$ cat src/rtl/pcie_datalink_pkg.sv
// Shared definitions for the PCIe data-link layer blocks.
//   dllp_fc_t  : flow-control DLLP type byte (byte0) encodings for VC0
//   fc_type_e  : credit class index (posted, non-posted, completion)
//   rx_state_e : DLLP receive framing FSM states
package pcie_datalink_pkg;

    localparam logic [15:0] CRC16_POLY = 16'h100B;
    localparam logic [15:0] CRC16_INIT = 16'hFFFF;

    typedef enum logic [7:0] {
        DllpInitFc1P    = 8'h40,
        DllpInitFc1Np   = 8'h50,
        DllpInitFc1Cpl  = 8'h60,
        DllpUpdateFcP   = 8'h80,
        DllpUpdateFcNp  = 8'h90,
        DllpUpdateFcCpl = 8'hA0,
        DllpInitFc2P    = 8'hC0,
        DllpInitFc2Np   = 8'hD0,
        DllpInitFc2Cpl  = 8'hE0
    } dllp_fc_t;

    typedef enum logic [1:0] {
        FcP   = 2'd0,
        FcNp  = 2'd1,
        FcCpl = 2'd2
    } fc_type_e;

    typedef enum logic [1:0] {
        StHdr,
        StCrc,
        StDrop
    } rx_state_e;

endpackage

$ cat src/rtl/pcie_dllp_fc_receiver_if.sv
// AXI4-Stream style bus carrying received DLLPs (two beats per DLLP).
//   master : producer, drives tdata/tkeep/tvalid/tlast/tuser
//   slave  : consumer, drives tready
interface pcie_dllp_fc_receiver_if #(
    parameter int unsigned DATA_WIDTH = 32,
    parameter int unsigned KEEP_WIDTH = DATA_WIDTH / 8,
    parameter int unsigned USER_WIDTH = 3
);
    logic [DATA_WIDTH-1:0] tdata;
    logic [KEEP_WIDTH-1:0] tkeep;
    logic                  tvalid;
    logic                  tlast;
    logic [USER_WIDTH-1:0] tuser;
    logic                  tready;

    modport master (output tdata, tkeep, tvalid, tlast, tuser, input tready);
    modport slave  (input tdata, tkeep, tvalid, tlast, tuser, output tready);
endinterface

$ cat src/rtl/pcie_datalink_crc.sv
// Combinational 16-bit DLLP CRC (polynomial 0x100B) over one 32-bit word.
// Bits are consumed LSB first starting at byte0 (data_i[7:0]).
//   data_i    : DLLP bytes 0-3
//   crc_in_i  : seed value
//   crc_out_o : CRC register after all 32 bits
module pcie_datalink_crc
    import pcie_datalink_pkg::*;
(
    input  logic [31:0] data_i,
    input  logic [15:0] crc_in_i,
    output logic [15:0] crc_out_o
);
    logic [15:0] crc_v;
    logic        fb;

    always_comb begin
        crc_v = crc_in_i;
        fb    = 1'b0;
        for (int i = 0; i < 32; i++) begin
            fb    = crc_v[15] ^ data_i[i];
            crc_v = {crc_v[14:0], 1'b0} ^ (fb ? CRC16_POLY : 16'h0000);
        end
        crc_out_o = crc_v;
    end
endmodule

$ cat src/rtl/pcie_dllp_fc_receiver.sv
// Receives flow-control DLLPs, checks their CRC and tracks the link partner's
// credit limits through FC_INIT1 / FC_INIT2 / UpdateFC.
//   clk_i, rst_ni        : clock, async active-low reset
//   s_axis               : inbound DLLP stream (beat A = bytes 0-3, beat B = CRC)
//   clear_fc_i           : synchronous clear of all flow-control state
//   fc1/fc2_values_stored_o : sticky init-progress flags
//   update_fc_o          : one-cycle pulse per accepted UpdateFC
//   hdr_fc_*_o/data_fc_*_o : partner credit limits per class
//   crc_err_o            : one-cycle pulse per DLLP dropped for bad CRC
module pcie_dllp_fc_receiver
    import pcie_datalink_pkg::*;
#(
    parameter int unsigned DATA_WIDTH = 32,
    parameter int unsigned KEEP_WIDTH = DATA_WIDTH / 8,
    parameter int unsigned USER_WIDTH = 3
) (
    input  logic                   clk_i,
    input  logic                   rst_ni,
    pcie_dllp_fc_receiver_if.slave s_axis,
    input  logic                   clear_fc_i,
    output logic                   fc1_values_stored_o,
    output logic                   fc2_values_stored_o,
    output logic                   update_fc_o,
    output logic [7:0]             hdr_fc_p_o,
    output logic [7:0]             hdr_fc_np_o,
    output logic [7:0]             hdr_fc_cpl_o,
    output logic [11:0]            data_fc_p_o,
    output logic [11:0]            data_fc_np_o,
    output logic [11:0]            data_fc_cpl_o,
    output logic                   crc_err_o
);
    rx_state_e             state_q, state_d;
    logic [DATA_WIDTH-1:0] beat_a_q, beat_a_d;
    logic [2:0]            recorded_q, recorded_d;
    logic [2:0][7:0]       hdr_q, hdr_d;
    logic [2:0][11:0]      data_q, data_d;
    logic                  fc1_q, fc1_d, fc2_q, fc2_d;
    logic                  update_q, update_d, crc_err_q, crc_err_d;
    logic                  tready_q;

    logic [15:0] crc_out;
    logic        beat, crc_ok, commit;
    logic        is_init, is_init2, is_update;
    fc_type_e    fc_idx;
    logic [7:0]  hdr_fc;
    logic [11:0] data_fc;

    logic [KEEP_WIDTH-1:0] unused_tkeep;
    logic [USER_WIDTH-1:0] unused_tuser;
    logic [3:0]            unused_fields;
    assign unused_tkeep  = s_axis.tkeep;
    assign unused_tuser  = s_axis.tuser;
    assign unused_fields = {beat_a_q[15:14], beat_a_q[21:20]};

    pcie_datalink_crc u_crc (
        .data_i    (beat_a_q[31:0]),
        .crc_in_i  (CRC16_INIT),
        .crc_out_o (crc_out)
    );

    assign beat    = s_axis.tvalid & tready_q;
    assign crc_ok  = (s_axis.tdata[15:0] == ~crc_out);
    assign hdr_fc  = {beat_a_q[13:8], beat_a_q[23:22]};
    assign data_fc = {beat_a_q[19:16], beat_a_q[31:24]};

    // Type decode; non-VC0 and unknown types fall through as no-ops.
    always_comb begin
        is_init   = 1'b0;
        is_init2  = 1'b0;
        is_update = 1'b0;
        fc_idx    = FcP;
        case (dllp_fc_t'(beat_a_q[7:0]))
            DllpInitFc1P:    begin is_init = 1'b1; fc_idx = FcP;   end
            DllpInitFc1Np:   begin is_init = 1'b1; fc_idx = FcNp;  end
            DllpInitFc1Cpl:  begin is_init = 1'b1; fc_idx = FcCpl; end
            DllpInitFc2P:    begin is_init = 1'b1; is_init2 = 1'b1; fc_idx = FcP;   end
            DllpInitFc2Np:   begin is_init = 1'b1; is_init2 = 1'b1; fc_idx = FcNp;  end
            DllpInitFc2Cpl:  begin is_init = 1'b1; is_init2 = 1'b1; fc_idx = FcCpl; end
            DllpUpdateFcP:   begin is_update = 1'b1; fc_idx = FcP;   end
            DllpUpdateFcNp:  begin is_update = 1'b1; fc_idx = FcNp;  end
            DllpUpdateFcCpl: begin is_update = 1'b1; fc_idx = FcCpl; end
            default: ;
        endcase
    end

    always_comb begin
        state_d    = state_q;
        beat_a_d   = beat_a_q;
        recorded_d = recorded_q;
        hdr_d      = hdr_q;
        data_d     = data_q;
        // Flag follows recording by one cycle.
        fc1_d      = fc1_q | (&recorded_q);
        fc2_d      = fc2_q;
        update_d   = 1'b0;
        crc_err_d  = 1'b0;
        commit     = 1'b0;

        case (state_q)
            StHdr: begin
                if (beat && !s_axis.tlast) begin
                    beat_a_d = s_axis.tdata;
                    state_d  = StCrc;
                end
            end
            StCrc: begin
                if (beat) begin
                    if (s_axis.tlast) begin
                        state_d   = StHdr;
                        commit    = crc_ok;
                        crc_err_d = ~crc_ok;
                    end else begin
                        state_d = StDrop;
                    end
                end
            end
            StDrop: begin
                if (beat && s_axis.tlast) state_d = StHdr;
            end
            default: state_d = StHdr;
        endcase

        if (commit) begin
            if (is_init && !recorded_q[fc_idx]) begin
                hdr_d[fc_idx]      = hdr_fc;
                data_d[fc_idx]     = data_fc;
                recorded_d[fc_idx] = 1'b1;
            end
            if (is_update && fc1_q) begin
                hdr_d[fc_idx]  = hdr_fc;
                data_d[fc_idx] = data_fc;
                update_d       = 1'b1;
            end
            if ((is_init2 || is_update) && fc1_q) fc2_d = 1'b1;
        end

        if (clear_fc_i) begin
            state_d    = StHdr;
            recorded_d = '0;
            hdr_d      = '0;
            data_d     = '0;
            fc1_d      = 1'b0;
            fc2_d      = 1'b0;
            update_d   = 1'b0;
            crc_err_d  = 1'b0;
        end
    end

    always_ff @(posedge clk_i or negedge rst_ni) begin
        if (!rst_ni) begin
            state_q    <= StHdr;
            beat_a_q   <= '0;
            recorded_q <= '0;
            hdr_q      <= '0;
            data_q     <= '0;
            fc1_q      <= 1'b0;
            fc2_q      <= 1'b0;
            update_q   <= 1'b0;
            crc_err_q  <= 1'b0;
            tready_q   <= 1'b0;
        end else begin
            state_q    <= state_d;
            beat_a_q   <= beat_a_d;
            recorded_q <= recorded_d;
            hdr_q      <= hdr_d;
            data_q     <= data_d;
            fc1_q      <= fc1_d;
            fc2_q      <= fc2_d;
            update_q   <= update_d;
            crc_err_q  <= crc_err_d;
            tready_q   <= 1'b1;
        end
    end

    assign s_axis.tready       = tready_q;
    assign fc1_values_stored_o = fc1_q;
    assign fc2_values_stored_o = fc2_q;
    assign update_fc_o         = update_q;
    assign crc_err_o           = crc_err_q;
    assign hdr_fc_p_o          = hdr_q[FcP];
    assign hdr_fc_np_o         = hdr_q[FcNp];
    assign hdr_fc_cpl_o        = hdr_q[FcCpl];
    assign data_fc_p_o         = data_q[FcP];
    assign data_fc_np_o        = data_q[FcNp];
    assign data_fc_cpl_o       = data_q[FcCpl];
endmodule

$ cat src/flat_wrapper.sv
// flat-port wrapper written by rule: the top's interface ports become plain ports
module pcie_dllp_fc_receiver_flat import pcie_datalink_pkg::*;
#(
    parameter int unsigned DATA_WIDTH = 32,
    parameter int unsigned KEEP_WIDTH = DATA_WIDTH / 8,
    parameter int unsigned USER_WIDTH = 3
)
  (clk_i, rst_ni, clear_fc_i, fc1_values_stored_o, fc2_values_stored_o, update_fc_o, hdr_fc_p_o, hdr_fc_np_o, hdr_fc_cpl_o, data_fc_p_o, data_fc_np_o, data_fc_cpl_o, crc_err_o, s_axis_tdata, s_axis_tkeep, s_axis_tvalid, s_axis_tlast, s_axis_tuser, s_axis_tready);
  pcie_dllp_fc_receiver_if #(.DATA_WIDTH(DATA_WIDTH), .KEEP_WIDTH(KEEP_WIDTH), .USER_WIDTH(USER_WIDTH)) s_axis_i ();
  input  logic clk_i;
  input  logic rst_ni;
  input  logic clear_fc_i;
  output logic fc1_values_stored_o;
  output logic fc2_values_stored_o;
  output logic update_fc_o;
  output logic [7:0] hdr_fc_p_o;
  output logic [7:0] hdr_fc_np_o;
  output logic [7:0] hdr_fc_cpl_o;
  output logic [11:0] data_fc_p_o;
  output logic [11:0] data_fc_np_o;
  output logic [11:0] data_fc_cpl_o;
  output logic crc_err_o;
  input wire logic [$bits(s_axis_i.tdata)-1:0] s_axis_tdata;
  input wire logic [$bits(s_axis_i.tkeep)-1:0] s_axis_tkeep;
  input wire logic [$bits(s_axis_i.tvalid)-1:0] s_axis_tvalid;
  input wire logic [$bits(s_axis_i.tlast)-1:0] s_axis_tlast;
  input wire logic [$bits(s_axis_i.tuser)-1:0] s_axis_tuser;
  output wire logic [$bits(s_axis_i.tready)-1:0] s_axis_tready;
  assign s_axis_i.tdata = s_axis_tdata;
  assign s_axis_i.tkeep = s_axis_tkeep;
  assign s_axis_i.tvalid = s_axis_tvalid;
  assign s_axis_i.tlast = s_axis_tlast;
  assign s_axis_i.tuser = s_axis_tuser;
  assign s_axis_tready = s_axis_i.tready;
  pcie_dllp_fc_receiver #(.DATA_WIDTH(DATA_WIDTH), .KEEP_WIDTH(KEEP_WIDTH), .USER_WIDTH(USER_WIDTH)) u_core (.clk_i(clk_i), .rst_ni(rst_ni), .s_axis(s_axis_i), .clear_fc_i(clear_fc_i), .fc1_values_stored_o(fc1_values_stored_o), .fc2_values_stored_o(fc2_values_stored_o), .update_fc_o(update_fc_o), .hdr_fc_p_o(hdr_fc_p_o), .hdr_fc_np_o(hdr_fc_np_o), .hdr_fc_cpl_o(hdr_fc_cpl_o), .data_fc_p_o(data_fc_p_o), .data_fc_np_o(data_fc_np_o), .data_fc_cpl_o(data_fc_cpl_o), .crc_err_o(crc_err_o));
endmodule
$ cat config.mk
export PLATFORM = sky130hd
export DESIGN_NAME = pcie_dllp_fc_receiver_flat
export DESIGN_NICKNAME = d
export VERILOG_FILES = /design/src/rtl/pcie_datalink_pkg.sv /design/src/rtl/pcie_dllp_fc_receiver_if.sv /design/src/rtl/pcie_datalink_crc.sv /design/src/rtl/pcie_dllp_fc_receiver.sv /design/src/flat_wrapper.sv
export SDC_FILE = /design/constraint.sdc
export NUM_CORES = 1
export LEC_CHECK = 0
export BUFFER_PORTS_ARGS = -buffer_cell sky130_fd_sc_hd__buf_2
export CELL_PAD_IN_SITES_DETAIL_PLACEMENT = 1
export CELL_PAD_IN_SITES_GLOBAL_PLACEMENT = 1
export CORE_ASPECT_RATIO = 1.5
export CORE_MARGIN = 1
export CORE_UTILIZATION = 46
export DETAILED_ROUTE_END_ITERATION = 10
export PLACE_DENSITY = 0.93
export SLEW_MARGIN = 20
export SYNTH_ARGS = -nofsm -noshare
export SYNTH_HDL_FRONTEND = slang
export SYNTH_HIERARCHICAL = 1
export SYNTH_SLANG_ARGS = --single-unit
$ cat constraint.sdc
create_clock -name clk_i -period 5.4 [get_ports clk_i]
set_input_delay 0.81 -clock clk_i [delete_from_list [all_inputs] [get_ports clk_i]]
set_output_delay 0.81 -clock clk_i [all_outputs]
set_load 0.01 [all_outputs]
# Word-level counts from Yosys, hierarchy flattened
# Cells that the tools add are included.
[op_classes] magnitude_cmp=2 n_eq_ne=15 n_mux=81 n_bitwise=68 n_reduce_logical=23
[ops] cell="16-bit by 13-bit bitwise XOR with 16-bit output" n=31
[ops] cell="13-bit two-way mux" n=32
[ops] cell="36-bit two-way mux" n=5
[ops] cell="24-bit two-way mux" n=5
[ops] cell="36-bit bitwise mux" n=2
[ops] cell="24-bit bitwise mux" n=2
[ops] cell="8-bit == test, second input constant" n=6
[ops] cell="1-bit bitwise XOR" n=31
[ops] cell="12-bit demux with 2-bit select" n=1
[ops] cell="8-bit by 7-bit == test with 1-bit output, second input constant" n=3
[ops] cell="1-bit two-way mux" n=19
[ops] cell="8-bit demux with 2-bit select" n=1
[ops] cell="16-bit == test" n=1
[ops] cell="16-bit inverter" n=1
[ops] cell="15-bit inverter" n=1
[ops] cell="12-bit two-way mux" n=1
[ops] cell="3-bit OR reduction" n=4
[ops] cell="2-bit two-way mux" n=5
[ops] cell="3-bit two-way mux" n=3
[ops] cell="3-bit by 2-bit != test with 1-bit output, second input constant" n=3
[ops] cell="8-bit two-way mux" n=1
[ops] cell="1-bit logical AND" n=6
[ops] cell="2-bit case mux with 3 select lines" n=1
[ops] cell="2-bit AND reduction" n=3
[ops] cell="17 further kinds" n=21
[totals] regBits=102 in_bits=44 output_inout_bits=65 wordCells=203

# Depth between registers and ports, before layout
[logic_depth] depth_word=105 mapped_depth=13 ltp_nobuf=12

# Modules after synthesis
# Netlist, hierarchy kept.
[modules_own_cells] mod="pcie_dllp_fc_receiver" n_inst=1 cells_per_inst=367 area_per_inst_um2=4643.2 seq_area_each_um2=2552.4
[modules_own_cells] mod="pcie_datalink_crc" n_inst=1 cells_per_inst=114 area_per_inst_um2=1596.5 seq_area_each_um2=0.0

# Least setup slack after synthesis
# OpenSTA, ideal clock, no wires.
[synth_path] path_type="register to register" start="reg u_core.beat_a_q[3]" end="reg u_core.data_q, in the netlist u_core/data_fc_p_o[0]" setup_ns=0.124 t_arrival_ns=4.125 required_time_ns=5.276 path_slack_ns=1.151 stages_incl_launch_ff=14 n_path_buf=1 period_less_slack_ns=4.249 path_cell_list="dfrtp_1 -> xnor2_4 -> xnor3_2 -> xnor2_2 -> xnor3_2 -> xnor2_4 -> xnor2_1 -> xnor3_1 -> xor2_1 -> nand4_1 -> nor4_2 -> nand4_2 -> buf_6 -> mux2i_1"
[synth_via] elab_chain_len=51 word_cells_on_any_way=102 classes_between="2 x order compare; 10 x eq/ne; 34 x mux; 47 x bitwise; 9 x reduce/logical"
[synth_rtl] item="start: declaration" line="pcie_dllp_fc_receiver.sv:33" text="logic [DATA_WIDTH-1:0] beat_a_q, beat_a_d;"
[synth_rtl] item="start signal: assignment" line="pcie_dllp_fc_receiver.sv:163" text="beat_a_q <= beat_a_d;"
[synth_rtl] item="1-bit bitwise XOR (*)" line="pcie_datalink_crc.sv:20" text="fb = crc_v[15] ^ data_i[i];"
[synth_rtl] item="13-bit two-way mux (*)" line="pcie_datalink_crc.sv:21" text="crc_v = {crc_v[14:0], 1'b0} ^ (fb ? CRC16_POLY : 16'h0000);"
[synth_rtl] item="16-bit by 13-bit bitwise XOR with 16-bit output (*) (4 in series)" line="pcie_datalink_crc.sv:21"
[synth_rtl] item="1-bit bitwise XOR" line="pcie_datalink_crc.sv:20"
[synth_rtl] item="13-bit two-way mux" line="pcie_datalink_crc.sv:21"
[synth_rtl] item="16-bit by 13-bit bitwise XOR with 16-bit output (*) (4 in series)" line="pcie_datalink_crc.sv:21"
[synth_rtl] item="1-bit bitwise XOR" line="pcie_datalink_crc.sv:20"
[synth_rtl] item="13-bit two-way mux" line="pcie_datalink_crc.sv:21"
[synth_rtl] item="[29 not listed]"
[synth_rtl] item="named net u_core.u_crc.fb" line="pcie_datalink_crc.sv:14" text="logic fb;"
[synth_rtl] item="[1 not listed]"
[synth_rtl] item="16-bit by 13-bit bitwise XOR with 16-bit output (*)" line="pcie_datalink_crc.sv:21"
[synth_rtl] item="named net u_core.crc_out[3]" line="pcie_dllp_fc_receiver.sv:41" text="logic [15:0] crc_out;"
[synth_rtl] item="16-bit inverter (*)" line="pcie_dllp_fc_receiver.sv:62" text="assign crc_ok = (s_axis.tdata[15:0] == ~crc_out);"
[synth_rtl] item="16-bit == test (*)" line="pcie_dllp_fc_receiver.sv:62"
[synth_rtl] item="1-bit two-way mux (*)" line="pcie_dllp_fc_receiver.sv:108" text="if (s_axis.tlast) begin"
[synth_rtl] item="1-bit two-way mux (*)" line="pcie_dllp_fc_receiver.sv:107" text="if (beat) begin"
[synth_rtl] item="1-bit two-way mux (*)" line="pcie_dllp_fc_receiver.sv:99" text="case (state_q)"
[synth_rtl] item="2-bit nonzero test (no source line) (*)"
[synth_rtl] item="end signal: assignment" line="pcie_dllp_fc_receiver.sv:166" text="data_q <= data_d;"
[synth_rtl] item="end: declaration" line="pcie_dllp_fc_receiver.sv:36" text="logic [2:0][11:0] data_q, data_d;"
# The timed path passes the listed nets; every way through them passes the cells marked *. The select of a mux whose other input is x is not followed.
# A chain may end at the register's enable or synchronous reset.

# Worst setup path after layout
[layout_path] start="reg u_core.beat_a_q[0]" end="reg u_core.data_q, in the netlist u_core/data_fc_p_o[5]"
[layout_via] elab_chain_len=53 word_cells_on_any_way=110 classes_between="2 x order compare; 10 x eq/ne; 37 x mux; 52 x bitwise; 9 x reduce/logical"
[layout_rtl] item="13-bit two-way mux (*)" line="pcie_datalink_crc.sv:21"
[layout_rtl] item="15-bit inverter (no source line)"
[layout_rtl] item="16-bit by 13-bit bitwise XOR with 16-bit output (*) (3 in series)" line="pcie_datalink_crc.sv:21"
[layout_rtl] item="1-bit bitwise XOR" line="pcie_datalink_crc.sv:20"
[layout_rtl] item="13-bit two-way mux" line="pcie_datalink_crc.sv:21"
[layout_rtl] item="16-bit by 13-bit bitwise XOR with 16-bit output (*) (4 in series)" line="pcie_datalink_crc.sv:21"
[layout_rtl] item="1-bit bitwise XOR" line="pcie_datalink_crc.sv:20"
[layout_rtl] item="13-bit two-way mux" line="pcie_datalink_crc.sv:21"
[layout_rtl] item="[30 not listed]"
[layout_rtl] item="16-bit by 13-bit bitwise XOR with 16-bit output (*) (4 in series)" line="pcie_datalink_crc.sv:21"
[layout_rtl] item="named net u_core.crc_out[3]" line="pcie_dllp_fc_receiver.sv:41"
[layout_rtl] item="16-bit inverter (*)" line="pcie_dllp_fc_receiver.sv:62"
[layout_rtl] item="16-bit == test (*)" line="pcie_dllp_fc_receiver.sv:62"
[layout_rtl] item="1-bit two-way mux (*)" line="pcie_dllp_fc_receiver.sv:108"
[layout_rtl] item="1-bit two-way mux (*)" line="pcie_dllp_fc_receiver.sv:107"
[layout_rtl] item="1-bit two-way mux (*)" line="pcie_dllp_fc_receiver.sv:99"
[layout_rtl] item="2-bit nonzero test (no source line) (*)"
# Marked as above.

==> impl_metrics.ini <==
[sta]
drv_slew = 0
skew_ns = 0.00904
max_freq_ghz = 0.198
min_period_over_period = 0.936
fin_setup_tns_ns = 0
fin_ws_ns = 0.347
rsz0062_at_grt = no
hold_viol_final = 0
worstMarginPinSlew_ns = 0.722
finalSetupViolCount = 0
fin_crit_ns = 5.05
slew_headroom = 0.519

[critical_path]
crit_path_start = u_core/beat_a_q[0]
cp-endpoint = u_core/data_fc_p_o[5]
critPathArrivalTime_ns = 5.26
reg2reg_to = u_core/data_fc_p_o[5]
cpPeakStageDelay_ns = 0.61
r2r_cells = 13
critPathRequiredTime_ns = 5.60
cp_slowest_cell = xnor3_2
critPathCaptureType = flip-flop
cp_cell_sequence = xnor2_2 -> xnor3_2 -> xnor2_1 -> xor2_1 -> xnor3_1 -> xor2_1 -> xnor3_1 -> xor2_1 -> nand4_1 -> nor4_4 -> nand4_2 -> buf_4 -> mux2i_1
path_class = flip-flop to flip-flop
crit_top_cell = xor2_1
critPathMaxFanout = 20
start_kind = flip-flop
reg2reg_slack_ns = 0.35
r2r_start = u_core/beat_a_q[0]

[placement]
io_buffers = 101
dp.final_hpwl_mm = 11.3
gp_congestion = 0.861
place_area_um2 = 6940
post-place-ws_ns = 0.361

[clock_network]
cts_buffer_depth = 2
clock_sinks = 102
numCtsBuffers = 9
path_clk_slew_ns = 0.07
clk_latency_ns = 0.34
cts_tree = built
htree_levels = 3
hold_buffers = 0
root_buffer = clkbuf_16

[synthesis]
synthTopCellsByArea = dfrtp_1 41%, mux2i_1 9.6%, nand2b_1 8.2%, xnor3_1 7.9%, xnor2_1 6.9%
yosysMostFrequentCell = dfrtp_1
synth_top_area_frac = 0.409
synthMuxAreaShare = 0.154
yosysSeqAreaShare = 0.409
synth_cell_types = 39
syn_inst = 481
async_reset_ff_frac = 1.00
synth-simple-area-share = 0.126
yosys.area.top_type = dfrtp_1
yosysWarningCount = 6
synth_common_cells = 102 x dfrtp_1, 82 x nand2b_1, 60 x mux2i_1, 49 x xnor2_1, 36 x xor2_1
synth_area_um2 = 6240
synth_area_per_cell_um2 = 13.0
synth_top_flop_cell = dfrtp_1
synthAdderAreaFrac = 0
yosys.area_share.xor_xnor = 0.279
synth_edf_count = 0
synth_compound_area_frac = 0.0106
synth_top_family_by_area = XOR/XNOR gates
ys_ff_latch = 102

[outcome]
outcome = finished, final reports clean

[die]
start_util = 0.477
die_w_um = 97.1
coreArea_um2 = 13100
placementRows = 51
ios = 109
fp.dieH_um = 145
die_area_um2 = 14000

[min_path]
min_path_type = primary input to asynchronous set/reset pin

[layout]
layout-drive-gt1-share = 0.306
area_growth_pct = 16.8
final_area_um2 = 7290
nFillCells = 1363
nets = 641

[routing]
drt-initial-drc-count = 124
via_per_inst = 5.20
drtAntennaViolNets = 0
first_pass_iters = 4
remaining_drc_errors = 0
vias = 3956
detail_route.wl_per_cell_um = 20.2
drt_wl_total_mm = 15.4

[global_route]
grtUsageTotal = 0.232
grt_pass1_wl_mm = 24.9
grt_max_degree = 92
grt_overflow = 0
antenna_found_initial = 1
grt_pass1_vias = 4527

[run]
maxCapViolations = 0
## metal layers
metal	track usage	up-vias	wire length, um
met3	0.0266	18	339
met2	0.430	79	8550
met1	0.276	2022	6220
li1	-	1837	-
met5	0	-	0
met4	0.0833	0	289
## cells by family (layout without fill, tap and decap cells)
family                 Yosys count  in the layout
AO/OA/AOI/OAI                   10             10
XOR/XNOR                       130            130
buffers and inverters           22            125
flip-flops                     102            102
multiplexers                    92             92
other                            1             19
AND/OR/NAND/NOR                124            124
## flip-flops by register name, indices dropped and copies added (netlist names)
name and cells:
u_core/beat_a_q 32, u_core/crc_err_o 1, u_core/data_fc_cpl_o 12, u_core/data_fc_np_o 12
u_core/data_fc_p_o 12, u_core/fc1_values_stored_o 1, u_core/fc2_values_stored_o 1, u_core/hdr_fc_cpl_o 8
u_core/hdr_fc_np_o 8, u_core/hdr_fc_p_o 8, u_core/recorded_q 3, u_core/s_axis.tready 1
u_core/state_q 2, u_core/update_fc_o 1
## worst max-delay path: cells and delay by family (launching register included)
family,cells,cell delay (ns)
XOR/XNOR,8,3.03
multiplexers,1,0.17
flip-flops,1,0.48
buffers and inverters,1,0.31
AND/OR/NAND/NOR,3,0.91
## stage by stage
stage,std cells,hold WS [ns],util
2_1_floorplan,498,0.472,-
3_3_place_gp,745,0.485,0.531
3_5_place_dp,745,0.484,0.531
4_1_cts,760,0.490,0.556
5_1_grt,761,0.515,0.557
6_report,761,0.480,0.557
## worst min path at each step
stage | endpoint | slack [ns]
6_report | u_core/hdr_fc_np_o[0] | 0.48
5_1_grt | u_core/hdr_fc_cpl_o[0] | 0.51
4_1_cts | u_core/hdr_fc_np_o[0] | 0.49
3_5_place_dp | u_core/fc2_values_stored_o | 0.48
3_3_place_gp | u_core/fc2_values_stored_o | 0.48
2_1_floorplan | u_core/recorded_q[2] | 0.47
## cells in the final DEF, fill, tap and decap left out, types with 2 or more instances in the layout
| cell type | netlist | layout |
|---|---|---|
| nand2_1 | 4 | 4 |
| xor2_1 | 36 | 36 |
| xnor3_1 | 22 | 22 |
| mux2i_1 | 60 | 60 |
| xnor2_1 | 49 | 49 |
| xor2_2 | 3 | 3 |
| nand3_1 | 4 | 4 |
| nand4b_1 | 2 | 2 |
| dfrtp_1 | 102 | 102 |
| buf_4 | 1 | 9 |
| mux2_2 | 32 | 32 |
| xnor2_4 | 5 | 5 |
| bufinv_16 | 0 | 2 |
| o31ai_1 | 2 | 2 |
| nor3_1 | 4 | 4 |
| nor2_1 | 7 | 7 |
| conb_1 | 1 | 18 |
| inv_1 | 2 | 2 |
| buf_2 | 3 | 99 |
| nand4_1 | 8 | 8 |
| nand2b_1 | 82 | 82 |
| nand3_2 | 2 | 2 |
| clkbuf_16 | 0 | 9 |
| nor4_1 | 3 | 2 |
| xor3_1 | 3 | 3 |
| clkbuf_8 | 0 | 2 |
| xnor2_2 | 6 | 6 |
| a31oi_1 | 3 | 3 |
| xnor3_2 | 6 | 6 |
| a21oi_1 | 3 | 3 |
| nor4_4 | 1 | 2 |
## cell type report
cell class                 count  area, um^2  area share
antenna                        1        2.50    0.000343
clock buffer                  11         253      0.0347
clock inverter                 4        77.6      0.0106
inverter                       2        7.51     0.00103
multi-input combinational    374        3630       0.498
sequential                   102        2550       0.350
tap                          159         199      0.0273
timing repair buffer         108         563      0.0773
## what timing repair did
action / CTS / global route
setup endpoints to repair: 0 / 20
resized for setup: 0 / 1
buffers inserted: 0 / 0
Power is not shown: default switching activity piles up to over one toggle a cycle in this logic, so the estimate is an artifact.
